### config.mk
export PLATFORM = sky130hd
export DESIGN_NAME = axi_nport_bridge
export DESIGN_NICKNAME = d
export VERILOG_FILES = /design/src/rtl/axi_nport_bridge.sv
export SDC_FILE = /design/constraint.sdc
export NUM_CORES = 1
export LEC_CHECK = 0
export CAP_MARGIN = 30
export CORE_AREA = 4 4 153 155
export DETAILED_ROUTE_END_ITERATION = 8
export DIE_AREA = 0 0 157 159
export PLACE_DENSITY = 0.52
export SYNTH_ARGS = -nofsm -noshare
export SYNTH_HDL_FRONTEND = slang
export SYNTH_SLANG_ARGS = --single-unit
### constraint.sdc
create_clock -name aclk -period 1.8 [get_ports aclk]
set_input_delay 0.27 -clock aclk [delete_from_list [all_inputs] [get_ports aclk]]
set_output_delay 0.27 -clock aclk [all_outputs]
set_load 0.02 [all_outputs]
### src/rtl/axi_nport_bridge.sv
// axi_nport_bridge: round-robin arbiter of N request clients
// onto one AXI master, one read or write burst in flight.
module axi_nport_bridge #(
  parameter int NUM_PORTS = 2,
  parameter int LEN_W     = 8,
  parameter int ID_W      = 4
) (
  input  logic                       aclk,
  input  logic                       aresetn,
  input  logic [NUM_PORTS-1:0]       req_valid,
  output logic [NUM_PORTS-1:0]       req_ready,
  input  logic [NUM_PORTS-1:0]       req_write,
  input  logic [NUM_PORTS*32-1:0]    req_addr,
  input  logic [NUM_PORTS*LEN_W-1:0] req_len,
  input  logic [NUM_PORTS*3-1:0]     req_size,
  input  logic [NUM_PORTS*32-1:0]    wr_data,
  input  logic [NUM_PORTS*4-1:0]     wr_strb,
  output logic [NUM_PORTS-1:0]       wr_beat,
  output logic [31:0]                rd_data,
  output logic [NUM_PORTS-1:0]       rd_valid,
  output logic                       rd_last,
  output logic [NUM_PORTS-1:0]       done,
  output logic [NUM_PORTS-1:0]       err,
  output logic [ID_W-1:0]            arid,
  output logic [31:0]                araddr,
  output logic [LEN_W-1:0]           arlen,
  output logic [2:0]                 arsize,
  output logic [1:0]                 arburst,
  output logic                       arvalid,
  input  logic                       arready,
  input  logic [ID_W-1:0]            rid,
  input  logic [31:0]                rdata,
  input  logic [1:0]                 rresp,
  input  logic                       rlast,
  input  logic                       rvalid,
  output logic                       rready,
  output logic [ID_W-1:0]            awid,
  output logic [31:0]                awaddr,
  output logic [LEN_W-1:0]           awlen,
  output logic [2:0]                 awsize,
  output logic [1:0]                 awburst,
  output logic                       awvalid,
  input  logic                       awready,
  output logic [ID_W-1:0]            wid,
  output logic [31:0]                wdata,
  output logic [3:0]                 wstrb,
  output logic                       wlast,
  output logic                       wvalid,
  input  logic                       wready,
  input  logic [ID_W-1:0]            bid,
  input  logic [1:0]                 bresp,
  input  logic                       bvalid,
  output logic                       bready
);

  localparam int PW = (NUM_PORTS > 1) ? $clog2(NUM_PORTS) : 1;

  typedef enum logic [2:0] {
    S_IDLE, S_AR, S_R, S_AW, S_W, S_B, S_DONE
  } state_t;

  state_t               state;
  logic [PW-1:0]        ptr;
  logic [PW-1:0]        gnt;
  logic [PW-1:0]        pick;
  logic [PW-1:0]        scan;
  logic                 found;
  logic                 run;
  logic                 err_q;
  logic [31:0]          cap_addr;
  logic [LEN_W-1:0]     cap_len;
  logic [2:0]           cap_size;
  logic [LEN_W-1:0]     beat_cnt;
  logic [ID_W-1:0]      gid;
  logic [NUM_PORTS-1:0] gnt_oh;

  assign gid    = ID_W'(gnt);
  assign gnt_oh = NUM_PORTS'(1) << gnt;

  assign arid    = gid;
  assign araddr  = cap_addr;
  assign arlen   = cap_len;
  assign arsize  = cap_size;
  assign arburst = 2'b01;
  assign awid    = gid;
  assign awaddr  = cap_addr;
  assign awlen   = cap_len;
  assign awsize  = cap_size;
  assign awburst = 2'b01;
  assign wid     = gid;

  // Round-robin scan starting one past the last served port
  always_comb begin
    found = 1'b0;
    pick  = '0;
    scan  = '0;
    for (int i = 1; i <= NUM_PORTS; i++) begin
      scan = PW'((int'(ptr) + i) % NUM_PORTS);
      if (!found && req_valid[scan]) begin
        found = 1'b1;
        pick  = scan;
      end
    end
  end

  // Client and AXI strobes decoded from the current state
  always_comb begin
    req_ready = '0;
    wr_beat   = '0;
    rd_valid  = '0;
    rd_data   = '0;
    rd_last   = 1'b0;
    done      = '0;
    err       = '0;
    arvalid   = 1'b0;
    awvalid   = 1'b0;
    wvalid    = 1'b0;
    wdata     = '0;
    wstrb     = '0;
    wlast     = 1'b0;
    rready    = 1'b0;
    bready    = 1'b0;
    unique case (state)
      S_IDLE: begin
        if (run && found)
          req_ready = NUM_PORTS'(1) << pick;
      end
      S_AR: arvalid = 1'b1;
      S_R: begin
        rready = 1'b1;
        if (rvalid) begin
          rd_valid = gnt_oh;
          rd_data  = rdata;
          rd_last  = rlast;
        end
      end
      S_AW: awvalid = 1'b1;
      S_W: begin
        wvalid = 1'b1;
        wdata  = wr_data[gnt*32 +: 32];
        wstrb  = wr_strb[gnt*4 +: 4];
        wlast  = (beat_cnt == cap_len);
        if (wready)
          wr_beat = gnt_oh;
      end
      S_B: bready = 1'b1;
      S_DONE: begin
        done = gnt_oh;
        err  = err_q ? gnt_oh : '0;
      end
      default: ;
    endcase
  end

  // Transaction sequencer; run holds off grants for a cycle after reset
  always_ff @(posedge aclk or negedge aresetn) begin
    if (!aresetn) begin
      state    <= S_IDLE;
      ptr      <= PW'(NUM_PORTS - 1);
      gnt      <= '0;
      run      <= 1'b0;
      err_q    <= 1'b0;
      cap_addr <= '0;
      cap_len  <= '0;
      cap_size <= '0;
      beat_cnt <= '0;
    end else begin
      run <= 1'b1;
      unique case (state)
        S_IDLE: begin
          if (run && found) begin
            gnt      <= pick;
            cap_addr <= req_addr[pick*32 +: 32];
            cap_len  <= req_len[pick*LEN_W +: LEN_W];
            cap_size <= req_size[pick*3 +: 3];
            state    <= req_write[pick] ? S_AW : S_AR;
          end
        end
        S_AR: if (arready) state <= S_R;
        S_R: begin
          if (rvalid) begin
            if (rresp != 2'b00 || rid != gid)
              err_q <= 1'b1;
            if (rlast)
              state <= S_DONE;
          end
        end
        S_AW: if (awready) state <= S_W;
        S_W: begin
          if (wready) begin
            beat_cnt <= beat_cnt + 1'b1;
            if (beat_cnt == cap_len)
              state <= S_B;
          end
        end
        S_B: begin
          if (bvalid) begin
            if (bresp != 2'b00 || bid != gid)
              err_q <= 1'b1;
            state <= S_DONE;
          end
        end
        S_DONE: begin
          ptr      <= gnt;
          err_q    <= 1'b0;
          beat_cnt <= '0;
          state    <= S_IDLE;
        end
        default: state <= S_IDLE;
      endcase
    end
  end

endmodule

---- Yosys cells after proc, flatten, opt, wreduce, memory -nomap -nowiden ----
Cells that the tools add are included.
word-level totals
  flip-flop bits (word level) ............. 58
  bits of input ports ..................... 214
  output and inout bits ................... 187
  logic and storage cells ................. 104
cells by class
  add/sub/neg operators ................... 3
  multiply operators ...................... 1
  $lt $le $gt $ge ......................... 3
  eq/ne operators ......................... 19
  shifts and indexed selects .............. 7
  multiplexer cells ....................... 48
  reduce and logical (&&, ||, !) cells .... 14
operators by type and width
  cell                   count
  $shiftx A64 B7 Y32     2
  $mux W32               3
  $mux W3                8
  $mux W1                22
  $mux W2                10
  $ne A2 B2 Y1 const B   10
  $pmux W3 S6            1
  $pmux W8 S2            1
  $shiftx A16 B5 Y8      1
  $eq A3 B3 Y1 const B   3
  $add A8 B1 Y8 const B  1
  $eq A8 B8 Y1           1
  $mux W8                1
  $ne A4 B1 Y1           2
  $reduce_and A8 Y1      1
  $shiftx A8 B4 Y4       1
  $eq A3 B2 Y1 const B   2
  $lt A1 B2 Y1 const B   3
  $reduce_bool A2 Y1     3
  $shiftx A6 B4 Y3       1
  $reduce_and A5 Y1      1
  $mux W4                1
  $reduce_and A2 Y1      2
  $shl A1 B1 Y2 const A  2
  9 further kinds        12

---- Logic depth before layout (Yosys ltp) ----
Gate-level depths: netlist of run 1.
  depth after elaboration ................. 12
  mapped depth ............................ 7
  depth with buffers taken out ............ 5

---- Worst setup path after synthesis of run 1 ----
No wires, ideal clock.
  kind .................................... reg-to-output
  start ................................... register state[2]
  end ..................................... output port rd_valid[0]
  data arrival time ....................... 1,570 ps
  data required time ...................... 1,530 ps
  setup slack ............................. -40 ps
  cell stages (with the launch flop) ...... 6
  path buffers ............................ 1
  path through ............................ dfrtp_1 > nand2b_1 > nor2_1 > clkbuf_1 > nand2_1 > nor2_1
on the way
  cells in the longest elaborated chain, start to end .. 2
RTL lines
  item                    RTL line  text
  from (decl)             62        state_t state;
  from (signal assigned)  176       state <= req_write[pick] ? S_AW : S_AR;
  $eq A3 B2 Y1            123       unique case (state)
  $mux W2                 123
  to (decl)               20        output logic [NUM_PORTS-1:0] rd_valid,
Every way passes these cells.

---- Worst setup path after layout of run 1 ----
  start ................................... register state[2]
  end ..................................... output port rd_data[27]
on the way
  cells in the longest elaborated chain, start to end .. 2
RTL lines
  item          RTL line  text
  $eq A3 B2 Y1  123
  $mux W32      123
  to (decl)     19        output logic [31:0] rd_data,
Every way passes these cells.

==> run_results.csv, run 1 <==
group,metric,value,unit
critical_path,path_buf_inv,4,
critical_path,worstPathArrival,1.72,ns
global_route,gr-usage-all-layers,16.40,%
pwr,p_leak,4.359,nW
hold_path,hp-class,"input pin to asynchronous set/reset pin",
sta,relSlewSlack,63.27,%
placed_design,dpl.cell_count,1133,
pwr,powerDensity,1477,nW/µm²
clocking,clk_pin_slew,0.05,ns
synthesis,async_flop_share,100.0,%
clocking,cts_root_buf,"clkbuf_16",
clocking,htreeDepth,3,
final_layout,layout_commonest_cell,"clkdlybuf4s50_1",
synthesis,syn_area,4219,µm²
final_layout,drive_gt1_share,31.34,%
clocking,numCtsBuffers,9,
synthesis,synth_seq_area_share,34.43,%
synthesis,syn_inst,490,
floorplanning,die_h,159,µm
route,routedWlPerCell,18.73,µm
sta,skew,0.004274,ns
route,ant_nets,0,
placed_design,post-dp-hpwl,16.37,mm
route,viasPerCell,4.263,
critical_path,critPathLaunchType,"register",
synthesis,synth.avg_cell_area,8.610,µm²
outcome,violations,"negative setup slack",
sta,setup-violations-final,101,
critical_path,cpMostUsedCell,"buf_12",
critical_path,cp-end-kind,"output pin",
global_route,antenna_found_initial,1,
sta,min_period_over_period,110.4,%
sta,slew_violations,0,
final_layout,final_cells,1184,
sta,rsz0062_at_grt,"true",
clocking,cts_sinks,58,
final_layout,layout_common_cells,"296 x clkdlybuf4s50_1, 80 x buf_4, 78 x mux2i_1",
final_layout,fill_cells,2112,
synthesis,yosys_warnings,0,
job,drv_cap,0,
pwr,totalPowerFinal,14.53,mW
floorplanning,die_w,157,µm
placed_design,gp_congestion,0.7999,
critical_path,critical-path-max-stage-delay,0.43,ns
clocking,clock_path_buffers,2,
global_route,grt_max_degree,38,
floorplanning,row_count,54,
global_route,grt_overflow,0,
route,drc,0,
route,wl,22.18,mm
clocking,clk_latency,0.33,ns
sta,fin_crit,1.987,ns
synthesis,ys_seq_elements,58,
synthesis,synth_area_leaders,"dfrtp_1 34%, mux2i_1 19%, buf_4 11%",
route,vias,5047,
outcome,status,"complete, but fails checks",
critical_path,worstPathCellList,"nand2b_4 > nor2_4 > buf_12 > buf_12 > clkbuf_16 > and3_4 > buf_6",
synthesis,yosys.area.top_type,"dfrtp_1",
route,drt_iter0_markers,122,
global_route,grt_first_pass_wirelength,31.11,mm
synthesis,ys.flop_type,"dfrtp_1",
floorplanning,initial_core_util,19.33,%
global_route,grt_pass1_vias,5041,
sta,hold_slack,0.4638,ns
final_layout,fin_area,9836,µm²
final_layout,nNetsFinal,1113,
clocking,cts_tree,"built",
critical_path,crit_type,"register to output pin",
critical_path,slowest_stage,"dfrtp_2",
route,drt_pre_antenna_iters,4,
sta,hold_viol,0,
floorplanning,dieArea,24960,µm²
placed_design,io_buffers,387,
critical_path,crit_family,"buffers and inverters",
pwr,ir_drop,515.7,µV
floorplanning,io_pins,401,
sta,worst_pin_slew,0.5510,ns
synthesis,yosysUniqueCellTypes,41,
critical_path,cp_data_required_time,1.53,ns
placed_design,placed_cell_area,8494,µm²
sta,maxClockFrequency,0.5033,GHz
synthesis,synth-edff-count,0,
synthesis,synth_top_area_share,33.81,%
sta,tns,-10.41,ns
sta,fin_ws,-0.1870,ns
floorplanning,coreArea,21820,µm²
critical_path,crit_fanout,5,
final_layout,area_delta_synth_final,133.1,%
Yosys cell counts, drive strengths merged (2+ instances only):
library cell,number
buf,85
mux2i,81
dfrtp,57
nand2,54
nor2,51
o21ai,49
and3,39
clkbuf,10
xor2,8
nand2b,6
nor4,6
xnor2,6
nand3,4
nand4,4
nor3,3
a21o,2
a21oi,2
a31oi,2
and2,2
conb,2
inv,2
area by class of cell:
class                   instances  area [µm²]  share of cell area [%]
repair buffers                480        5130                   52.16
multi-input cells             347        2580                   26.23
flip-flops and latches         58        1456                   14.81
well taps                     280       350.3                   3.562
clock buffers                  12       256.5                   2.608
clock inverters                 4       50.05                  0.5088
inverters                       2       10.01                  0.1018
diodes                          1       2.502                 0.02544
worst reg2reg max path, cell delays in order, from the launching register on:
cell	delay, ns
dfrtp_2	0.43
or4_4	0.60
buf_4	0.18
buf_6	0.14
bufbuf_16	0.30
nand2_1	0.08
o21ai_1	0.05
metal layers:
metal | up-vias | track usage (%) | wire length, µm
met2 | 249 | 29.20 | 11290
met4 | 0 | 4.418 | 340
li1 | 2452 | - | -
met5 | - | 0 | 0
met1 | 2326 | 18.38 | 8263
met3 | 20 | 5.844 | 2288
state kept, by name, summed over array words and instances (netlist names):
signal / flops
araddr: 32
arlen: 8
arsize: 3
beat_cnt: 8
err_q: 1
gnt: 1
ptr: 1
run: 1
state: 3
metrics by stage:
stage               util [%]  setup slack, ns
finish                 45.07          -0.1870
CTS                    42.59          -0.2113
global route           45.07          -0.2539
global placement       38.92          -0.6185
detailed placement     38.92          -0.6383
floorplan                  -          0.03162
cells by family after synthesis:
logic type	synth area share, %
multiplexers	19.48
AO/OA/AOI/OAI	8.156
flip-flops	34.43
buffers and inverters	14.77
adder cells (fa/ha/maj)	0.2965
XOR/XNOR	2.906
AND/OR/NAND/NOR	19.78
other	0.1780
timing repair:
| item | in CTS | in global routing |
|---|---|---|
| hold buffers | 1 | 0 |
| setup buffers | 9 | 10 |
| resized for setup | 471 | 90 |
| hold endpoints to repair | 20 | 0 |
| endpoints found under the setup margin | 131 | 128 |
| gates cloned | 10 | 5 |
| pin swaps | 12 | 24 |
where the power goes:
part	leakage, nW	internal (mW)	switching [mW]	total (mW)
registers	0.725	1.88	0.536	2.42
clock network	0.145	1.14	0.621	1.77
logic	3.49	5.54	4.80	10.3
path summary, 6_finish.rpt:
check,from,cells after the start,slack [ns],endpoint
hold reg to reg,araddr[6],2,0.51,araddr[6]
min in group aclk,araddr[6],2,0.51,araddr[6]
setup / recovery,state[2],7,-0.19,rd_data[27]
setup reg to reg,state[2],6,-0.10,araddr[15]
hold / removal,aresetn,2,0.46,araddr[10]
max in group asynchronous,aresetn,3,0.72,ptr
No activity file was read; power rests on OpenSTA's default activity.
==> run 2: changes to the inputs <==
--- a/config.mk
+++ b/config.mk
@@ -7,6 +7,7 @@
 export LEC_CHECK = 0
 export CAP_MARGIN = 30
 export CORE_AREA = 4 4 153 155
+export CTS_CLUSTER_SIZE = 40
 export DETAILED_ROUTE_END_ITERATION = 8
 export DIE_AREA = 0 0 157 159
 export PLACE_DENSITY = 0.52
==> results of run 2 <==
No change in the layout: final DEF, timing and power equal those of run 1.
